==> config.mk <==
export PLATFORM = sky130hd
export DESIGN_NAME = semaforo_monitor
export DESIGN_NICKNAME = d
export VERILOG_FILES = /design/src/rtl/semaforo_pkg.sv /design/src/rtl/semaforo_monitor.sv
export SDC_FILE = /design/constraint.sdc
export NUM_CORES = 1
export LEC_CHECK = 0
export CAP_MARGIN = 30
export CORE_ASPECT_RATIO = 0.5
export CORE_MARGIN = 1
export CORE_UTILIZATION = 45
export CTS_BUF_LIST = sky130_fd_sc_hd__clkbuf_8
export DETAILED_ROUTE_END_ITERATION = 8
export GPL_TIMING_DRIVEN = 0
export PLACE_DENSITY_LB_ADDON = 0.05
export SYNTH_ARGS = -nofsm -noshare
export SYNTH_HDL_FRONTEND = slang
export SYNTH_SLANG_ARGS = --single-unit
==> constraint.sdc <==
create_clock -name clk -period 2.7 [get_ports clk]
set_clock_uncertainty 0.1 [all_clocks]
set_input_delay 0.675 -clock clk [delete_from_list [all_inputs] [get_ports clk]]
set_output_delay 0.675 -clock clk [all_outputs]
set_load 0.01 [all_outputs]
==> src/rtl/semaforo_pkg.sv <==
// Shared encodings for the traffic-light monitor: FSM states, lamp codes
// {rojo,amarillo,verde} and the legal colour sequence.
package semaforo_pkg;

  typedef enum logic [1:0] {
    ST_SYNC     = 2'd0,
    ST_ROJO     = 2'd1,
    ST_VERDE    = 2'd2,
    ST_AMARILLO = 2'd3
  } state_t;

  localparam logic [2:0] LAMP_NONE = 3'b000;
  localparam logic [2:0] LAMP_R    = 3'b100;
  localparam logic [2:0] LAMP_A    = 3'b010;
  localparam logic [2:0] LAMP_V    = 3'b001;

  // Legal successor: rojo -> verde -> amarillo -> rojo.
  function automatic logic [2:0] siguiente(input logic [2:0] code);
    case (code)
      LAMP_R:  siguiente = LAMP_V;
      LAMP_V:  siguiente = LAMP_A;
      LAMP_A:  siguiente = LAMP_R;
      default: siguiente = LAMP_NONE;
    endcase
  endfunction

  function automatic state_t estado_de(input logic [2:0] code);
    case (code)
      LAMP_R:  estado_de = ST_ROJO;
      LAMP_V:  estado_de = ST_VERDE;
      LAMP_A:  estado_de = ST_AMARILLO;
      default: estado_de = ST_SYNC;
    endcase
  endfunction

endpackage

==> src/rtl/semaforo_monitor.sv <==
// Passive checker for the traffic-light lamps: one-hot, colour order and
// per-colour dwell; registered error pulses, sticky flag and clean-cycle count.
module semaforo_monitor
  import semaforo_pkg::*;
#(
  parameter int T_ROJO     = 4,
  parameter int T_VERDE    = 3,
  parameter int T_AMARILLO = 2,
  parameter int CNT_W      = 8
) (
  input  logic             clk,
  input  logic             rst,
  input  logic             rojo,
  input  logic             amarillo,
  input  logic             verde,
  output logic             sincronizado,
  output logic             err_onehot,
  output logic             err_orden,
  output logic             err_duracion,
  output logic             err_sticky,
  output logic [CNT_W-1:0] ciclos_ok,
  output state_t           dbg_state
);

  localparam int T_MAX0 = (T_ROJO > T_VERDE) ? T_ROJO : T_VERDE;
  localparam int T_MAX  = (T_MAX0 > T_AMARILLO) ? T_MAX0 : T_AMARILLO;
  localparam int DW     = $clog2(T_MAX + 2);

  localparam logic [DW-1:0] D_SAT = DW'(T_MAX + 1);
  localparam logic [DW-1:0] D_R   = DW'(T_ROJO);
  localparam logic [DW-1:0] D_V   = DW'(T_VERDE);
  localparam logic [DW-1:0] D_A   = DW'(T_AMARILLO);

  state_t        state, nxt_state;
  logic [2:0]    prev, nxt_prev;
  logic [DW-1:0] dwell, nxt_dwell, dwell_inc, t_cur;
  logic          limpio, nxt_limpio;
  logic          p_onehot, p_orden, p_duracion, p_ciclo;
  logic [2:0]    code;
  logic          code_ok;

  assign code      = {rojo, amarillo, verde};
  assign code_ok   = (code == LAMP_R) || (code == LAMP_A) || (code == LAMP_V);
  assign dwell_inc = (dwell == D_SAT) ? D_SAT : dwell + DW'(1);
  assign dbg_state = state;

  always_comb begin
    case (state)
      ST_ROJO:     t_cur = D_R;
      ST_VERDE:    t_cur = D_V;
      ST_AMARILLO: t_cur = D_A;
      default:     t_cur = D_SAT;
    endcase
  end

  always_comb begin
    nxt_state  = state;
    nxt_prev   = code;
    nxt_dwell  = dwell_inc;
    nxt_limpio = limpio;
    p_onehot   = 1'b0;
    p_orden    = 1'b0;
    p_duracion = 1'b0;
    p_ciclo    = 1'b0;
    if (!code_ok) begin
      p_onehot   = 1'b1;
      nxt_state  = ST_SYNC;
      nxt_prev   = LAMP_NONE;
      nxt_dwell  = '0;
      nxt_limpio = 1'b0;
    end else if (state == ST_SYNC) begin
      nxt_limpio = 1'b0;
      if (code != prev) begin
        nxt_dwell = DW'(1);
        // A change out of 000 is not a phase boundary; keep waiting.
        if (prev != LAMP_NONE) nxt_state = estado_de(code);
      end
    end else if (code == prev) begin
      if (dwell_inc == t_cur + DW'(1)) begin
        p_duracion = 1'b1;
        nxt_state  = ST_SYNC;
        nxt_limpio = 1'b0;
      end
    end else begin
      nxt_dwell = DW'(1);
      if (code != siguiente(prev)) begin
        p_orden    = 1'b1;
        nxt_state  = ST_SYNC;
        nxt_limpio = 1'b0;
      end else if (dwell < t_cur) begin
        p_duracion = 1'b1;
        nxt_state  = ST_SYNC;
        nxt_limpio = 1'b0;
      end else begin
        nxt_state = estado_de(code);
        if (prev == LAMP_R) nxt_limpio = 1'b1;
        if (prev == LAMP_A && limpio) p_ciclo = 1'b1;
      end
    end
  end

  always_ff @(posedge clk or posedge rst) begin
    if (rst) begin
      state  <= ST_SYNC;
      prev   <= LAMP_NONE;
      dwell  <= '0;
      limpio <= 1'b0;
    end else begin
      state  <= nxt_state;
      prev   <= nxt_prev;
      dwell  <= nxt_dwell;
      limpio <= nxt_limpio;
    end
  end

  always_ff @(posedge clk or posedge rst) begin
    if (rst) begin
      sincronizado <= 1'b0;
      err_onehot   <= 1'b0;
      err_orden    <= 1'b0;
      err_duracion <= 1'b0;
      err_sticky   <= 1'b0;
      ciclos_ok    <= '0;
    end else begin
      sincronizado <= (nxt_state != ST_SYNC);
      err_onehot   <= p_onehot;
      err_orden    <= p_orden;
      err_duracion <= p_duracion;
      err_sticky   <= err_sticky | p_onehot | p_orden | p_duracion;
      if (p_ciclo && ciclos_ok != '1) ciclos_ok <= ciclos_ok + CNT_W'(1);
    end
  end

endmodule

== Word level (Yosys, flattened, before mapping) ==
Index checks and enable logic that the tools add are counted.
Cells by class
  add/sub/neg operators: 3
  magnitude comparators: 1
  equality and inequality tests: 17
  mux-type cells: 44
  bitwise operators: 3
  reductions and logical operators: 8
Operators by type and width (count)
  3-bit two-way mux: 9
  1-bit two-way mux: 24
  3-bit one-hot mux with 3 select lines: 2
  2-bit two-way mux: 8
  3-bit == test, second input constant: 3
  8-bit by 1-bit adder with 8-bit output, second input constant: 1
  8-bit != test, second input constant: 1
  3-bit by 1-bit adder with 3-bit output, second input constant: 2
  3-bit by 1-bit == test with 1-bit output, second input constant: 2
  3-bit by 2-bit == test with 1-bit output, second input constant: 2
  3-bit == test: 2
  3-bit != test: 2
  6-bit by 1-bit != test with 1-bit output, second input constant: 1
  2-bit one-hot mux with 3 select lines: 1
  2-bit == test, second input constant: 2
  4-bit by 3-bit != test with 1-bit output, second input constant: 1
  3-bit < comparator: 1
  1-bit OR: 3
  3-bit nonzero test: 1
  2-bit by 1-bit == test with 1-bit output, second input constant: 1
  1-bit logical AND: 2
  2-bit logical NOT: 1
  1-bit logical OR: 2
  2-bit AND reduction: 1
  2-bit nonzero test: 1
Storage, ports and cells
  register bits after elaboration: 22
  bits of input ports: 5
  logic and storage cells: 86

== Depth between registers and ports, before layout ==
  word-level depth: 12
  depth in mapped cells: 10

== Least setup slack after synthesis ==
OpenSTA, ideal clock, no wires.
  path type: reg2reg
  start: reg state[0], in the netlist dbg_state[0]
  end: reg err_sticky
  library setup time: 0.139 ns
  data arrival time: 2.128 ns
  data required time: 2.461 ns
  slack: 0.334 ns
  cell stages (with the launch flop): 9
  clock period less this slack: 2.366 ns
  cells stage by stage: dfrtp_1 inv_1 ha_1 or2_1 nand3_1 nor3b_1 o41ai_4 o2bb2ai_1 or4_1
On the way
  cells in the longest elaborated chain, start to end: 9
  elaborated cells on any way between the ends: 18
  those cells by class: 1 x add/sub; 1 x order compare; 4 x eq/ne; 9 x mux; 2 x bitwise; 1 x reduce/logical
RTL lines
  from (decl): RTL line semaforo_monitor.sv:34  | state_t state, nxt_state;
  from (signal assigned): RTL line semaforo_monitor.sv:109  | state <= nxt_state;
  2-bit == test or 2-bit by 1-bit == test with 1-bit output (tied branches): RTL line semaforo_monitor.sv:48  | case (state)
  3-bit one-hot mux with 3 select lines: RTL line semaforo_monitor.sv:48
  3-bit by 1-bit adder with 3-bit output or 3-bit < comparator (tied branches): RTL line semaforo_monitor.sv:79, semaforo_monitor.sv:90
  3-bit == test or 1-bit two-way mux (tied branches): RTL line semaforo_monitor.sv:79, semaforo_monitor.sv:90
  1-bit two-way mux, on equally long branches: RTL line semaforo_monitor.sv:79, semaforo_monitor.sv:86
  1-bit two-way mux: RTL line semaforo_monitor.sv:78  | end else if (code == prev) begin
  1-bit two-way mux (*): RTL line semaforo_monitor.sv:71  | end else if (state == ST_SYNC) begin
  1-bit two-way mux (*): RTL line semaforo_monitor.sv:65  | if (!code_ok) begin
  net p_duracion: RTL line semaforo_monitor.sv:38  | logic p_onehot, p_orden, p_duracion, p_ciclo;
  1-bit OR (*): RTL line semaforo_monitor.sv:129  | err_sticky <= err_sticky | p_onehot | p_orden | p_duracion;
  to (signal assigned): RTL line semaforo_monitor.sv:129
  to (decl): RTL line semaforo_monitor.sv:20  | output logic err_sticky,
The timed path passes the listed nets; every way through them passes the cells marked *.
A chain may end at the register's enable or synchronous reset.

== Worst setup path in the final report ==
  start: in rojo
  end: reg err_sticky
On the way
  elaborated cells on any way between the ends: 19
  those cells by class: 5 x eq/ne; 9 x mux; 3 x bitwise; 2 x reduce/logical
RTL lines
  from (decl): RTL line semaforo_monitor.sv:13  | input logic rojo,
  3-bit != test: RTL line semaforo_monitor.sv:86  | if (code != siguiente(prev)) begin
  1-bit two-way mux: RTL line semaforo_monitor.sv:86
  1-bit two-way mux: RTL line semaforo_monitor.sv:78
  1-bit two-way mux: RTL line semaforo_monitor.sv:71
  1-bit two-way mux (*): RTL line semaforo_monitor.sv:65
  net p_duracion: RTL line semaforo_monitor.sv:38
  1-bit OR (*): RTL line semaforo_monitor.sv:129
Marks and branches as above.

==> flow_metrics.py <==
metrics = {
    "power": {
        "vdd_drop_max_mv": 0.205,
        "power_frac_comb_pct": 29.3,
        "p_leak_nw": 0.861,
        "swShare_pct": 30.0,
        "power_frac_clock_pct": 33.3,
        "seqPwrFrac_pct": 37.4,
        "p_int_w": 0.000672,
        "switchingPower_w": 0.000288,
        "power_density_mw_per_mm2": 479,
    },
    "critical_path": {
        "ff2ff_setup_slack_ns": 0.11,
        "critical_path_class": "primary input to flip-flop",
        "cp_num_buf_inv": 2,
        "endpoint_kind": "flip-flop",
        "regToRegEndpoint": "err_sticky",
        "cp_cell_sequence": "clkdlybuf4s50_1 -> buf_6 -> xnor2_2 -> and3_4 -> nor3_1 -> and3_1 -> o2bb2ai_1 -> or4_1",
        "r2r-start": "dbg_state[1]",
        "rr_worst_depth": 8,
        "cp_slowest_cell": "clkdlybuf4s50_1",
        "crit_family": "simple AND/OR/NAND/NOR gates",
        "cp.arrival_ns": 2.64,
        "worstPathMaxFanout": 10,
        "worst_setup_path_start_kind": "primary input",
        "critPathRequiredTime_ns": 2.75,
        "slowest_delay_ns": 0.49,
    },
    "flow_run": {
        "cap_viol_max_count": 0,
    },
    "synth": {
        "synth-seq-cells": 22,
        "syn_area_per_cell_um2": 9.62,
        "yosysWarnings": 0,
        "synth_ff_type": "dfrtp_1",
        "synth-compound-area-share_pct": 19.2,
        "synth_cells": 169,
        "synth.most_common_cell": "dfrtp_1",
        "synth.distinct_cells": 59,
        "synth-seq-area-share_pct": 33.9,
        "synth_commonest_cells": "22 x dfrtp_1, 14 x nor2_1, 10 x inv_1",
        "synth_top_area_share_pct": 33.9,
        "synthSimpleGateAreaFrac_pct": 25.2,
        "async_reset_ff_share_pct": 100,
        "synth_top_family_by_area": "simple AND/OR/NAND/NOR gates",
        "syn_nets": 182,
        "synth_edf_count": 0,
        "synth.area.top_cells": "dfrtp_1 34%, ha_1 6.2%, xor2_1 3.8%",
        "synth.largest_area_cell": "dfrtp_1",
        "syn_area_mm2": 0.00163,
        "muxShareOfSynthArea_pct": 1.31,
        "synthAdderAreaFrac_pct": 6.85,
        "synth-xor-area-share_pct": 6.93,
    },
    "sta": {
        "tightest_slew_ns": 0.877,
        "finalHoldViolations": 0,
        "max_slew_margin_pct": 41.5,
        "tns_ns": 0,
        "finalSetupViolations": 0,
        "fin_crit_sh_pct": 96.1,
        "fmax_mhz": 385,
        "hold_ws_ns": 0.386,
        "drv_slew": 0,
        "period_minus_slack_ns": 2.60,
    },
    "placed_design": {
        "io_buffers": 19,
        "place.gp.congestion": 0.807,
        "hpwlAfterDp_mm": 2.66,
    },
    "worst_hold_path": {
        "worstHoldStart": "err_sticky",
        "hold_path_end": "err_sticky",
        "whs_path_depth": 1,
        "hp-class": "flip-flop to flip-flop",
    },
    "clock_network": {
        "clk_latency_ns": 0.27,
        "clk_path_buf_depth": 2,
        "cts_made_buffers": 3,
        "tritoncts": "yes",
        "clk_pin_slew_worst_paths_ns": 0.08,
        "cts-htree-levels": 1,
        "holdBufCountCts": 0,
        "root_buffer": "clkbuf_8",
        "cts.sinks": 22,
    },
    "routing": {
        "drtIter0Drc": 41,
        "antenna_left": 0,
        "drt-wirelength-per-cell_um": 14.6,
        "avgViaCountPerCell": 5.58,
        "drt-pass1-iter-count": 4,
        "drc": 0,
        "wl_mm": 3.57,
        "routed-via-count": 1362,
    },
    "die": {
        "start_util_pct": 50.7,
        "core_area_mm2": 0.00321,
        "rows": 14,
        "dieArea_mm2": 0.00387,
        "die_width_um": 87.0,
        "die_y_um": 44.5,
        "ios": 20,
    },
    "run_status": {
        "outcome": "complete, no violations",
    },
    "global_routing": {
        "antenna_found_initial": 0,
        "grt_pass1_wl_mm": 5.81,
        "grt_overflow_total": 0,
        "grt_use_total_pct": 20.0,
        "grt_pass1_vias": 1208,
        "grt_max_degree": 23,
    },
    "finish": {
        "area_delta_synth_final_pct": 23.3,
        "drive_gt1_share_pct": 18.9,
        "nNetsFinal": 210,
        "antenna_cells": 0,
    },
}
## power by group through the flow
stage | Sequential, W | Clock (W) | Combinational, W
floorplan | 0.000370 | 0 | 0.000179
finish | 0.000359 | 0.000320 | 0.000281
detailed placement | 0.000367 | 0 | 0.000259
CTS | 0.000360 | 0.000330 | 0.000259
global route | 0.000363 | 0.000341 | 0.000313
global placement | 0.000366 | 0 | 0.000251
## metrics by stage
step                      instance area, µm²  utilization, %  worst slack, ns  std cells  power [W]
final                                   2000            62.5            0.104        244   0.000960
after global routing                    2000            62.5          -0.0140        244    0.00102
after CTS                               1950            60.7           0.0535        240   0.000949
after detailed placement                1880            58.5           -0.243        236   0.000625
after global placement                  1880            58.5           -0.220        236   0.000616
after floorplan                         1630               -            0.334        169   0.000549
## registers in the layout, summed over array words and instances, names as in the netlist
signal	cells
err_orden	1
dwell	3
err_onehot	1
prev	3
limpio	1
err_sticky	1
ciclos_ok	8
err_duracion	1
sincronizado	1
dbg_state	2
## worst max-delay path by stage
stage | startpoint | end | slack (ns) | depth (start not counted)
6_report | rojo | err_sticky | 0.10 | 8
2_1_floorplan | dbg_state[0] | err_sticky | 0.33 | 8
4_1_cts | amarillo | err_sticky | 0.05 | 8
3_3_place_gp | amarillo | err_sticky | -0.22 | 8
5_1_grt | dbg_state[1] | err_sticky | -0.01 | 8
3_5_place_dp | amarillo | err_sticky | -0.24 | 8
## cells in the final DEF (no fill, tap or decap), types with 4 or more instances in the layout
| cell | count |
|---|---|
| nand2b_1 | 4 |
| nand2_1 | 6 |
| nor2_1 | 14 |
| nand3_1 | 6 |
| clkdlybuf4s50_1 | 18 |
| buf_4 | 7 |
| xor2_1 | 7 |
| ha_1 | 8 |
| dfrtp_1 | 21 |
| inv_1 | 10 |
| nor3_1 | 4 |
| xnor2_1 | 4 |
| a21oi_1 | 6 |
## kinds of logic after synthesis
| logic type | count (synthesis) |
|---|---|
| xor gates and xnor gates | 12 |
| adders and majority gates | 9 |
| and+or+nand+nor | 65 |
| buffers and inverters | 21 |
| muxes | 2 |
| DFF | 22 |
| AOI/OAI and AO/OA | 38 |
## metal layers
layer | vias up | wire length, µm | GRT usage, %
met5 | - | 0 | 0
met4 | 0 | 28 | 3.67
met2 | 29 | 1590 | 33.5
li1 | 664 | - | -
met3 | 6 | 154 | 5.78
met1 | 663 | 1790 | 26.4
## cell type report
class / instances / area (µm²)
repair buffers: 23 / 223
well taps: 48 / 60.1
fillers: 299 / 1200
inverters: 11 / 41.3
multi-input cells: 126 / 986
plain buffers: 10 / 71.3
clock buffers: 3 / 41.3
clock inverters: 1 / 30.0
flip-flops and latches: 22 / 552
## repair_timing
item                                    in CTS  in global routing
gates resized for setup                      0                  9
endpoints found under the setup margin       0                  6
endpoints found under the hold margin        0                  0
buffers inserted                             0                  4
(Power assumes the default switching activity.)
